**src/rtl/sm4_pkg.sv**
```systemverilog
// Shared SM4 constants, S-box table, linear transforms and FSM state type
// for the iterative SM4 engine.
package sm4_pkg;

  localparam int ROUNDS = 32;

  localparam logic [31:0] FK [4] = '{32'hA3B1BAC6, 32'h56AA3350, 32'h677D9197, 32'hB27022DC};

  typedef enum logic [1:0] {
    ST_IDLE,
    ST_KEYEXP,
    ST_CRYPT,
    ST_DONE
  } state_t;

  localparam logic [7:0] SBOX [256] = '{
    8'hd6, 8'h90, 8'he9, 8'hfe, 8'hcc, 8'he1, 8'h3d, 8'hb7, 8'h16, 8'hb6, 8'h14, 8'hc2, 8'h28, 8'hfb, 8'h2c, 8'h05,
    8'h2b, 8'h67, 8'h9a, 8'h76, 8'h2a, 8'hbe, 8'h04, 8'hc3, 8'haa, 8'h44, 8'h13, 8'h26, 8'h49, 8'h86, 8'h06, 8'h99,
    8'h9c, 8'h42, 8'h50, 8'hf4, 8'h91, 8'hef, 8'h98, 8'h7a, 8'h33, 8'h54, 8'h0b, 8'h43, 8'hed, 8'hcf, 8'hac, 8'h62,
    8'he4, 8'hb3, 8'h1c, 8'ha9, 8'hc9, 8'h08, 8'he8, 8'h95, 8'h80, 8'hdf, 8'h94, 8'hfa, 8'h75, 8'h8f, 8'h3f, 8'ha6,
    8'h47, 8'h07, 8'ha7, 8'hfc, 8'hf3, 8'h73, 8'h17, 8'hba, 8'h83, 8'h59, 8'h3c, 8'h19, 8'he6, 8'h85, 8'h4f, 8'ha8,
    8'h68, 8'h6b, 8'h81, 8'hb2, 8'h71, 8'h64, 8'hda, 8'h8b, 8'hf8, 8'heb, 8'h0f, 8'h4b, 8'h70, 8'h56, 8'h9d, 8'h35,
    8'h1e, 8'h24, 8'h0e, 8'h5e, 8'h63, 8'h58, 8'hd1, 8'ha2, 8'h25, 8'h22, 8'h7c, 8'h3b, 8'h01, 8'h21, 8'h78, 8'h87,
    8'hd4, 8'h00, 8'h46, 8'h57, 8'h9f, 8'hd3, 8'h27, 8'h52, 8'h4c, 8'h36, 8'h02, 8'he7, 8'ha0, 8'hc4, 8'hc8, 8'h9e,
    8'hea, 8'hbf, 8'h8a, 8'hd2, 8'h40, 8'hc7, 8'h38, 8'hb5, 8'ha3, 8'hf7, 8'hf2, 8'hce, 8'hf9, 8'h61, 8'h15, 8'ha1,
    8'he0, 8'hae, 8'h5d, 8'ha4, 8'h9b, 8'h34, 8'h1a, 8'h55, 8'had, 8'h93, 8'h32, 8'h30, 8'hf5, 8'h8c, 8'hb1, 8'he3,
    8'h1d, 8'hf6, 8'he2, 8'h2e, 8'h82, 8'h66, 8'hca, 8'h60, 8'hc0, 8'h29, 8'h23, 8'hab, 8'h0d, 8'h53, 8'h4e, 8'h6f,
    8'hd5, 8'hdb, 8'h37, 8'h45, 8'hde, 8'hfd, 8'h8e, 8'h2f, 8'h03, 8'hff, 8'h6a, 8'h72, 8'h6d, 8'h6c, 8'h5b, 8'h51,
    8'h8d, 8'h1b, 8'haf, 8'h92, 8'hbb, 8'hdd, 8'hbc, 8'h7f, 8'h11, 8'hd9, 8'h5c, 8'h41, 8'h1f, 8'h10, 8'h5a, 8'hd8,
    8'h0a, 8'hc1, 8'h31, 8'h88, 8'ha5, 8'hcd, 8'h7b, 8'hbd, 8'h2d, 8'h74, 8'hd0, 8'h12, 8'hb8, 8'he5, 8'hb4, 8'hb0,
    8'h89, 8'h69, 8'h97, 8'h4a, 8'h0c, 8'h96, 8'h77, 8'h7e, 8'h65, 8'hb9, 8'hf1, 8'h09, 8'hc5, 8'h6e, 8'hc6, 8'h84,
    8'h18, 8'hf0, 8'h7d, 8'hec, 8'h3a, 8'hdc, 8'h4d, 8'h20, 8'h79, 8'hee, 8'h5f, 8'h3e, 8'hd7, 8'hcb, 8'h39, 8'h48
  };

  function automatic logic [31:0] rotl(input logic [31:0] v, input int n);
    return (v << n) | (v >> (32 - n));
  endfunction

  // CK_i: byte j (j=0 is the most significant) is ((4i + j) * 7) mod 256.
  function automatic logic [31:0] ck_word(input logic [4:0] idx);
    logic [31:0] w;
    int          v;
    w = '0;
    for (int j = 0; j < 4; j++) begin
      v = ((4 * int'(idx) + j) * 7) % 256;
      w = {w[23:0], 8'(v)};
    end
    return w;
  endfunction

  function automatic logic [31:0] l_data(input logic [31:0] b);
    return b ^ rotl(b, 2) ^ rotl(b, 10) ^ rotl(b, 18) ^ rotl(b, 24);
  endfunction

  function automatic logic [31:0] l_key(input logic [31:0] b);
    return b ^ rotl(b, 13) ^ rotl(b, 23);
  endfunction

endpackage

```
**src/rtl/sm4_tau.sv**
```systemverilog
// SM4 non-linear layer tau: four parallel S-box lookups on a 32-bit word.
module sm4_tau
  import sm4_pkg::*;
(
  input  logic [31:0] i_a,
  output logic [31:0] o_b
);

  assign o_b = {SBOX[i_a[31:24]], SBOX[i_a[23:16]], SBOX[i_a[15:8]], SBOX[i_a[7:0]]};

endmodule

```
**src/rtl/sm4_top_level.sv**
```systemverilog
// Iterative SM4 engine: one round per clock, on-chip key expansion into a
// 32-entry round-key store, single tau instance shared by KEYEXP and CRYPT.
module sm4_top_level
  import sm4_pkg::*;
#(
  parameter int           MODE            = 0,
  parameter int           ENABLE_FIXED_RK = 0,
  parameter logic [127:0] FIXED_MK        = 128'h0123456789ABCDEFFEDCBA9876543210
) (
  input  logic         CLK_i,
  input  logic         RST_i,
  input  logic [127:0] MK_i,
  input  logic         MK_VALID_i,
  input  logic [127:0] DAT_i,
  input  logic         DAT_VALID_i,
  output logic [127:0] DAT_o,
  output logic         DAT_READY_o
);

  state_t       r_state;
  state_t       w_state_nxt;
  logic [4:0]   r_cnt;
  logic         r_key_ready;
  logic         r_mk_valid_q;
  logic         r_key_pend;
  logic [127:0] r_mk_pend;
  logic [127:0] r_dat;
  logic         r_dat_ready;

  logic [31:0]  r_k  [4];
  logic [31:0]  r_x  [4];
  logic [31:0]  r_rk [ROUNDS];

  logic         w_mk_rise;
  logic         w_key_req;
  logic         w_start_key;
  logic         w_start_blk;
  logic [127:0] w_key_mk;
  logic [4:0]   w_rk_idx;
  logic [31:0]  w_tau_in;
  logic [31:0]  w_tau_out;
  logic [31:0]  w_rk_new;
  logic [31:0]  w_x_new;

  assign w_mk_rise   = (ENABLE_FIXED_RK == 0) && MK_VALID_i && !r_mk_valid_q;
  assign w_key_req   = w_mk_rise || r_key_pend;
  assign w_start_key = (r_state == ST_IDLE) && w_key_req;
  assign w_start_blk = (r_state == ST_IDLE) && !w_key_req && r_key_ready && DAT_VALID_i;
  assign w_key_mk    = (ENABLE_FIXED_RK != 0) ? FIXED_MK : (w_mk_rise ? MK_i : r_mk_pend);
  assign w_rk_idx    = (MODE != 0) ? (5'd31 - r_cnt) : r_cnt;

  // KEYEXP and CRYPT never overlap, so one tau serves both.
  assign w_tau_in = (r_state == ST_KEYEXP) ? (r_k[1] ^ r_k[2] ^ r_k[3] ^ ck_word(r_cnt))
                                           : (r_x[1] ^ r_x[2] ^ r_x[3] ^ r_rk[w_rk_idx]);

  sm4_tau u_tau (
    .i_a (w_tau_in),
    .o_b (w_tau_out)
  );

  assign w_rk_new = r_k[0] ^ l_key(w_tau_out);
  assign w_x_new  = r_x[0] ^ l_data(w_tau_out);

  // NOTE: every output of a combinational block gets a default first so no latch is inferred.
  always_comb begin
    w_state_nxt = r_state;
    unique case (r_state)
      ST_IDLE: begin
        if (w_start_key)      w_state_nxt = ST_KEYEXP;
        else if (w_start_blk) w_state_nxt = ST_CRYPT;
      end
      ST_KEYEXP: if (r_cnt == 5'd31) w_state_nxt = ST_IDLE;
      ST_CRYPT:  if (r_cnt == 5'd31) w_state_nxt = ST_DONE;
      ST_DONE:   w_state_nxt = ST_IDLE;
      default:   w_state_nxt = ST_IDLE;
    endcase
  end

  // NOTE: sequential state uses non-blocking assignments so every register samples pre-edge values.
  always_ff @(posedge CLK_i or posedge RST_i) begin
    if (RST_i) begin
      r_state      <= ST_IDLE;
      r_cnt        <= '0;
      r_key_ready  <= 1'b0;
      r_mk_valid_q <= 1'b0;
      r_key_pend   <= (ENABLE_FIXED_RK != 0);
      r_mk_pend    <= '0;
      r_dat        <= '0;
      r_dat_ready  <= 1'b0;
    end else begin
      r_state      <= w_state_nxt;
      r_mk_valid_q <= MK_VALID_i;
      r_dat_ready  <= 1'b0;

      if (w_start_key) begin
        r_key_pend  <= 1'b0;
        r_key_ready <= 1'b0;
        r_cnt       <= '0;
      end else if (w_start_blk) begin
        r_cnt <= '0;
      end else if (r_state == ST_KEYEXP || r_state == ST_CRYPT) begin
        r_cnt <= r_cnt + 5'd1;
      end

      if (r_state == ST_KEYEXP && r_cnt == 5'd31) r_key_ready <= 1'b1;

      if (r_state == ST_DONE) begin
        r_dat       <= {r_x[3], r_x[2], r_x[1], r_x[0]};
        r_dat_ready <= 1'b1;
      end

      // A key request outside IDLE is held until the engine is free again.
      if (w_mk_rise && r_state != ST_IDLE) begin
        r_key_pend <= 1'b1;
        r_mk_pend  <= MK_i;
      end
    end
  end

  // NOTE: datapath registers and the round-key store carry no reset; they are always loaded before use.
  always_ff @(posedge CLK_i) begin
    if (w_start_key) begin
      r_k[0] <= w_key_mk[127:96] ^ FK[0];
      r_k[1] <= w_key_mk[95:64]  ^ FK[1];
      r_k[2] <= w_key_mk[63:32]  ^ FK[2];
      r_k[3] <= w_key_mk[31:0]   ^ FK[3];
    end else if (r_state == ST_KEYEXP) begin
      r_k[0]       <= r_k[1];
      r_k[1]       <= r_k[2];
      r_k[2]       <= r_k[3];
      r_k[3]       <= w_rk_new;
      r_rk[r_cnt]  <= w_rk_new;
    end

    if (w_start_blk) begin
      r_x[0] <= DAT_i[127:96];
      r_x[1] <= DAT_i[95:64];
      r_x[2] <= DAT_i[63:32];
      r_x[3] <= DAT_i[31:0];
    end else if (r_state == ST_CRYPT) begin
      r_x[0] <= r_x[1];
      r_x[1] <= r_x[2];
      r_x[2] <= r_x[3];
      r_x[3] <= w_x_new;
    end
  end

  assign DAT_o       = r_dat;
  assign DAT_READY_o = r_dat_ready;

endmodule

```
**config.mk**
```make
export PLATFORM = sky130hd
export DESIGN_NAME = sm4_top_level
export DESIGN_NICKNAME = d
export VERILOG_FILES = /design/src/rtl/sm4_pkg.sv /design/src/rtl/sm4_tau.sv /design/src/rtl/sm4_top_level.sv
export SDC_FILE = /design/constraint.sdc
export NUM_CORES = 2
export LEC_CHECK = 0
export BUFFER_PORTS_ARGS = -buffer_cell sky130_fd_sc_hd__buf_2
export CORE_ASPECT_RATIO = 1.1
export CORE_MARGIN = 2
export CORE_UTILIZATION = 59
export CTS_CLUSTER_SIZE = 8
export DETAILED_ROUTE_END_ITERATION = 6
export PLACE_DENSITY = 0.83
export SLEW_MARGIN = 20
export SYNTH_ARGS = -nofsm -noshare
export SYNTH_HDL_FRONTEND = slang
export SYNTH_SLANG_ARGS = --single-unit
```
**constraint.sdc**
```tcl
create_clock -name CLK_i -period 19.43 [get_ports CLK_i]
set_clock_uncertainty 0.15 [all_clocks]
set_input_delay 3.886 -clock CLK_i [delete_from_list [all_inputs] [get_ports CLK_i]]
set_output_delay 3.886 -clock CLK_i [all_outputs]
set_load 0.01 [all_outputs]
```
==> impl_metrics.toml <==
[worst_setup_path]
ff2ff_path_depth = 21
worstSetupStartpointType = "register"
ff2ff_setup_slack_ns = 9.08
reg2reg_from = "r_cnt[1]$_DFFE_PP0P_"
crit_arrival_ns = 10.75
reg2reg_to = "r_rk[6][8]$_DFFE_PP_"
crit_fanout = 53
crit_path_end_kind = "register"
crit_type = "reg2reg"
cp.required_ns = 19.83

[clocking]
clk_pin_slew_ns = 0.06
cts_sinks = 1547
cts_made_buffers = 212
ctsResizeCount = 0
clk_latency_ns = 0.92
cts_tree = "done"
htreeDepth = 4
cts_root_buffer = "clkbuf_16"
cts_buffer_depth = 3
hold_buffers = 0
cts_setup_buffers = 0

[cells_and_area]
final_util = 0.670
drive_gt1_frac = 0.230
nets = 7008
syn2layout_area_growth_pct = 12.8
fill_cells = 9168

[synthesis]
yosys.area.top_type = "edfxtp_1"
syn_nets = 6688
ys_types = 113
ys_ff_latch = 1547
synth_top_cell_area_share = 0.475
ys_seq_area_frac = 0.557
syn_area_per_cell_um2 = 12.7
syn_area_um2 = 81000
netlist_top_cells_area = "edfxtp_1, dfrtp_1, mux2_2, mux2i_1, mux4_2"
syn_inst = 6366
synth_ff_type = "edfxtp_1"
synth_edf_count = 1280
synthArstFlopShare = 0.173
ys_warn_count = 0

[drt]
antenna_left = 0
first_iter_violations = 12141
wirelength_mm = 327
drc = 21
drt-vias-per-instance = 7.54
vias = 64894
first_pass_iters = 7
wire_per_inst_um = 38.0

[sta]
worstMarginPinSlew_ns = 1.35
hold_violations = 0
post-route-period-util = 0.533
tns_ns = 0
setup_viol = 0
rsz0062_at_grt = "false"
drv_slew = 0
min_period_ns = 10.35
relSlewSlack = 0.0957
fmax_mhz = 96.6

[global_route]
grt_pass1_wl_mm = 458
antenna_found_initial = 34
grt.overflow.total = 0
grt_pass1_vias = 63506
grt_max_degree = 161
track_usage = 0.458

[floorplan]
die_area_um2 = 140000
die_x_um = 357
pin_count = 389
rows = 142
fp.dieH_um = 393
start_util = 0.594
core_area_um2 = 136000

[run]
cap_violations = 0

[worst_hold_path]
min_to = "r_mk_pend[50]$_DFFE_PP0P_"
min_from = "r_mk_pend[50]$_DFFE_PP0P_"
min_path_type = "reg2reg"
hold_depth = 1

[placed_design]
port_buffers = 388
place.gp.congestion = 1.06
hpwl_mm = 205

[status]
status = "finished with violations"
violations = "design-rule violations"
==> area by class of cell <==
type | instances | area [um^2] | share of cell area
diodes | 22 | 55.1 | 0.000603
clock buffers | 300 | 5640 | 0.0617
clock inverters | 18 | 467 | 0.00511
inverters | 63 | 246 | 0.00270
multi-input cells | 4249 | 33900 | 0.371
flip-flops and latches | 1547 | 45100 | 0.494
well taps | 1800 | 2250 | 0.0246
repair buffers | 613 | 3700 | 0.0405
==> cell families (layout without fill, tap and decap cells) <==
| logic type | after synthesis | after routing | synth area share |
|---|---|---|---|
| buffers and inverters | 570 | 994 | 0.0342 |
| AO/OA/AOI/OAI | 1727 | 1727 | 0.144 |
| multiplexers | 1009 | 1009 | 0.146 |
| other | 0 | 22 | 0 |
| AND/OR/NAND/NOR | 1078 | 1078 | 0.0618 |
| flip-flops | 1547 | 1547 | 0.557 |
| adder cells (fa/ha/maj) | 64 | 64 | 0.0106 |
| XOR/XNOR | 371 | 371 | 0.0459 |
==> critical path: stages (launching register included) <==
cell      delay (ns)
dfrtp_4         0.83
buf_4           0.71
buf_4           0.84
buf_4           0.70
mux2i_1         0.17
a22oi_1         0.26
a21oi_1         0.18
or4_1           0.60
o211ai_1        0.23
buf_4           0.36
ha_1            0.58
nand2_1         0.51
a21oi_1         0.31
a311o_1         0.14
o21ai_0         0.08
o311ai_0        0.73
buf_4           0.25
nor4_2          0.05
buf_4           0.21
xnor2_1         0.61
xor3_1          0.53
inv_1           0.83
==> layout by cell type, fill, tap and decap left out, drive strengths merged, types with 28 or more instances in the layout <==
| cell | n |
|---|---|
| a211oi | 90 |
| a21o | 29 |
| a21oi | 372 |
| a221oi | 49 |
| a22oi | 206 |
| a311oi | 30 |
| a31oi | 50 |
| and2 | 41 |
| buf | 613 |
| clkbuf | 300 |
| dfrtp | 267 |
| edfxtp | 1280 |
| ha | 54 |
| inv | 58 |
| mux2 | 446 |
| mux2i | 471 |
| mux4 | 92 |
| nand2 | 371 |
| nand3 | 117 |
| nor2 | 314 |
| nor3 | 73 |
| nor4 | 37 |
| o211ai | 111 |
| o21ai | 364 |
| o221ai | 42 |
| o22ai | 59 |
| o311ai | 40 |
| xnor2 | 237 |
| xnor3 | 28 |
| xor2 | 103 |
==> worst max-delay path by stage <==
stage,from,endpoint,slack [ns],cells after the start
3_5_place_dp,r_cnt[1]$_DFFE_PP0P_,r_rk[25][8]$_DFFE_PP_,9.70,21
2_1_floorplan,MK_VALID_i,r_x[0][0]$_DFFE_PP_,5.13,5
6_report,r_cnt[1]$_DFFE_PP0P_,r_rk[6][8]$_DFFE_PP_,9.08,21
3_3_place_gp,r_cnt[1]$_DFFE_PP0P_,r_rk[29][8]$_DFFE_PP_,9.98,21
5_1_grt,r_cnt[1]$_DFFE_PP0P_,r_rk[15][8]$_DFFE_PP_,9.11,21
4_1_cts,r_cnt[1]$_DFFE_PP0P_,r_rk[27][8]$_DFFE_PP_,9.62,21
==> synthesized netlist by cell type (53+ instances only) <==
library cell  count
dfrtp_1         267
a22oi_1         206
nor2_1          310
o211ai_1        107
nor3_1           71
xor2_1           99
ha_1             54
buf_2           122
a21oi_1         370
nand2_1         368
o21ai_0         348
mux2i_1         469
mux4_2           92
o22ai_1          58
xnor2_1         236
mux2_2          444
a211oi_1         86
edfxtp_1       1280
clkbuf_1        260
nand3_1         116
inv_1            53
==> stage by stage <==
stage                     area (um^2)  hold slack, ns  worst slack (ns)  instances
after floorplan                 81000           0.316              5.13       6366
after global placement          85100           0.333              9.98       8271
after detailed placement        85100           0.340              9.70       8271
after CTS                       91200           0.351              9.62       8589
after global routing            91300           0.359              9.11       8603
final                           91400           0.349              9.08       8612
==> per-layer routing <==
layer,up-vias,wire (um),GRT usage
met5,-,90,0
met4,14,28200,0.318
met3,1552,46900,0.144
met2,6255,144000,0.678
met1,31662,108000,0.573
li1,25411,-,-
==> flip-flops by register name, indices dropped and copies added, names as in the netlist, 2 cells and up <==
register   flops
r_cnt          5
r_x          128
r_mk_pend    128
DAT_o        128
r_rk        1024
r_k          128
r_state        2
Power is left out: the tool's default activity adds up to more than one toggle a clock period on the data nets, which glitch-free logic cannot reach.
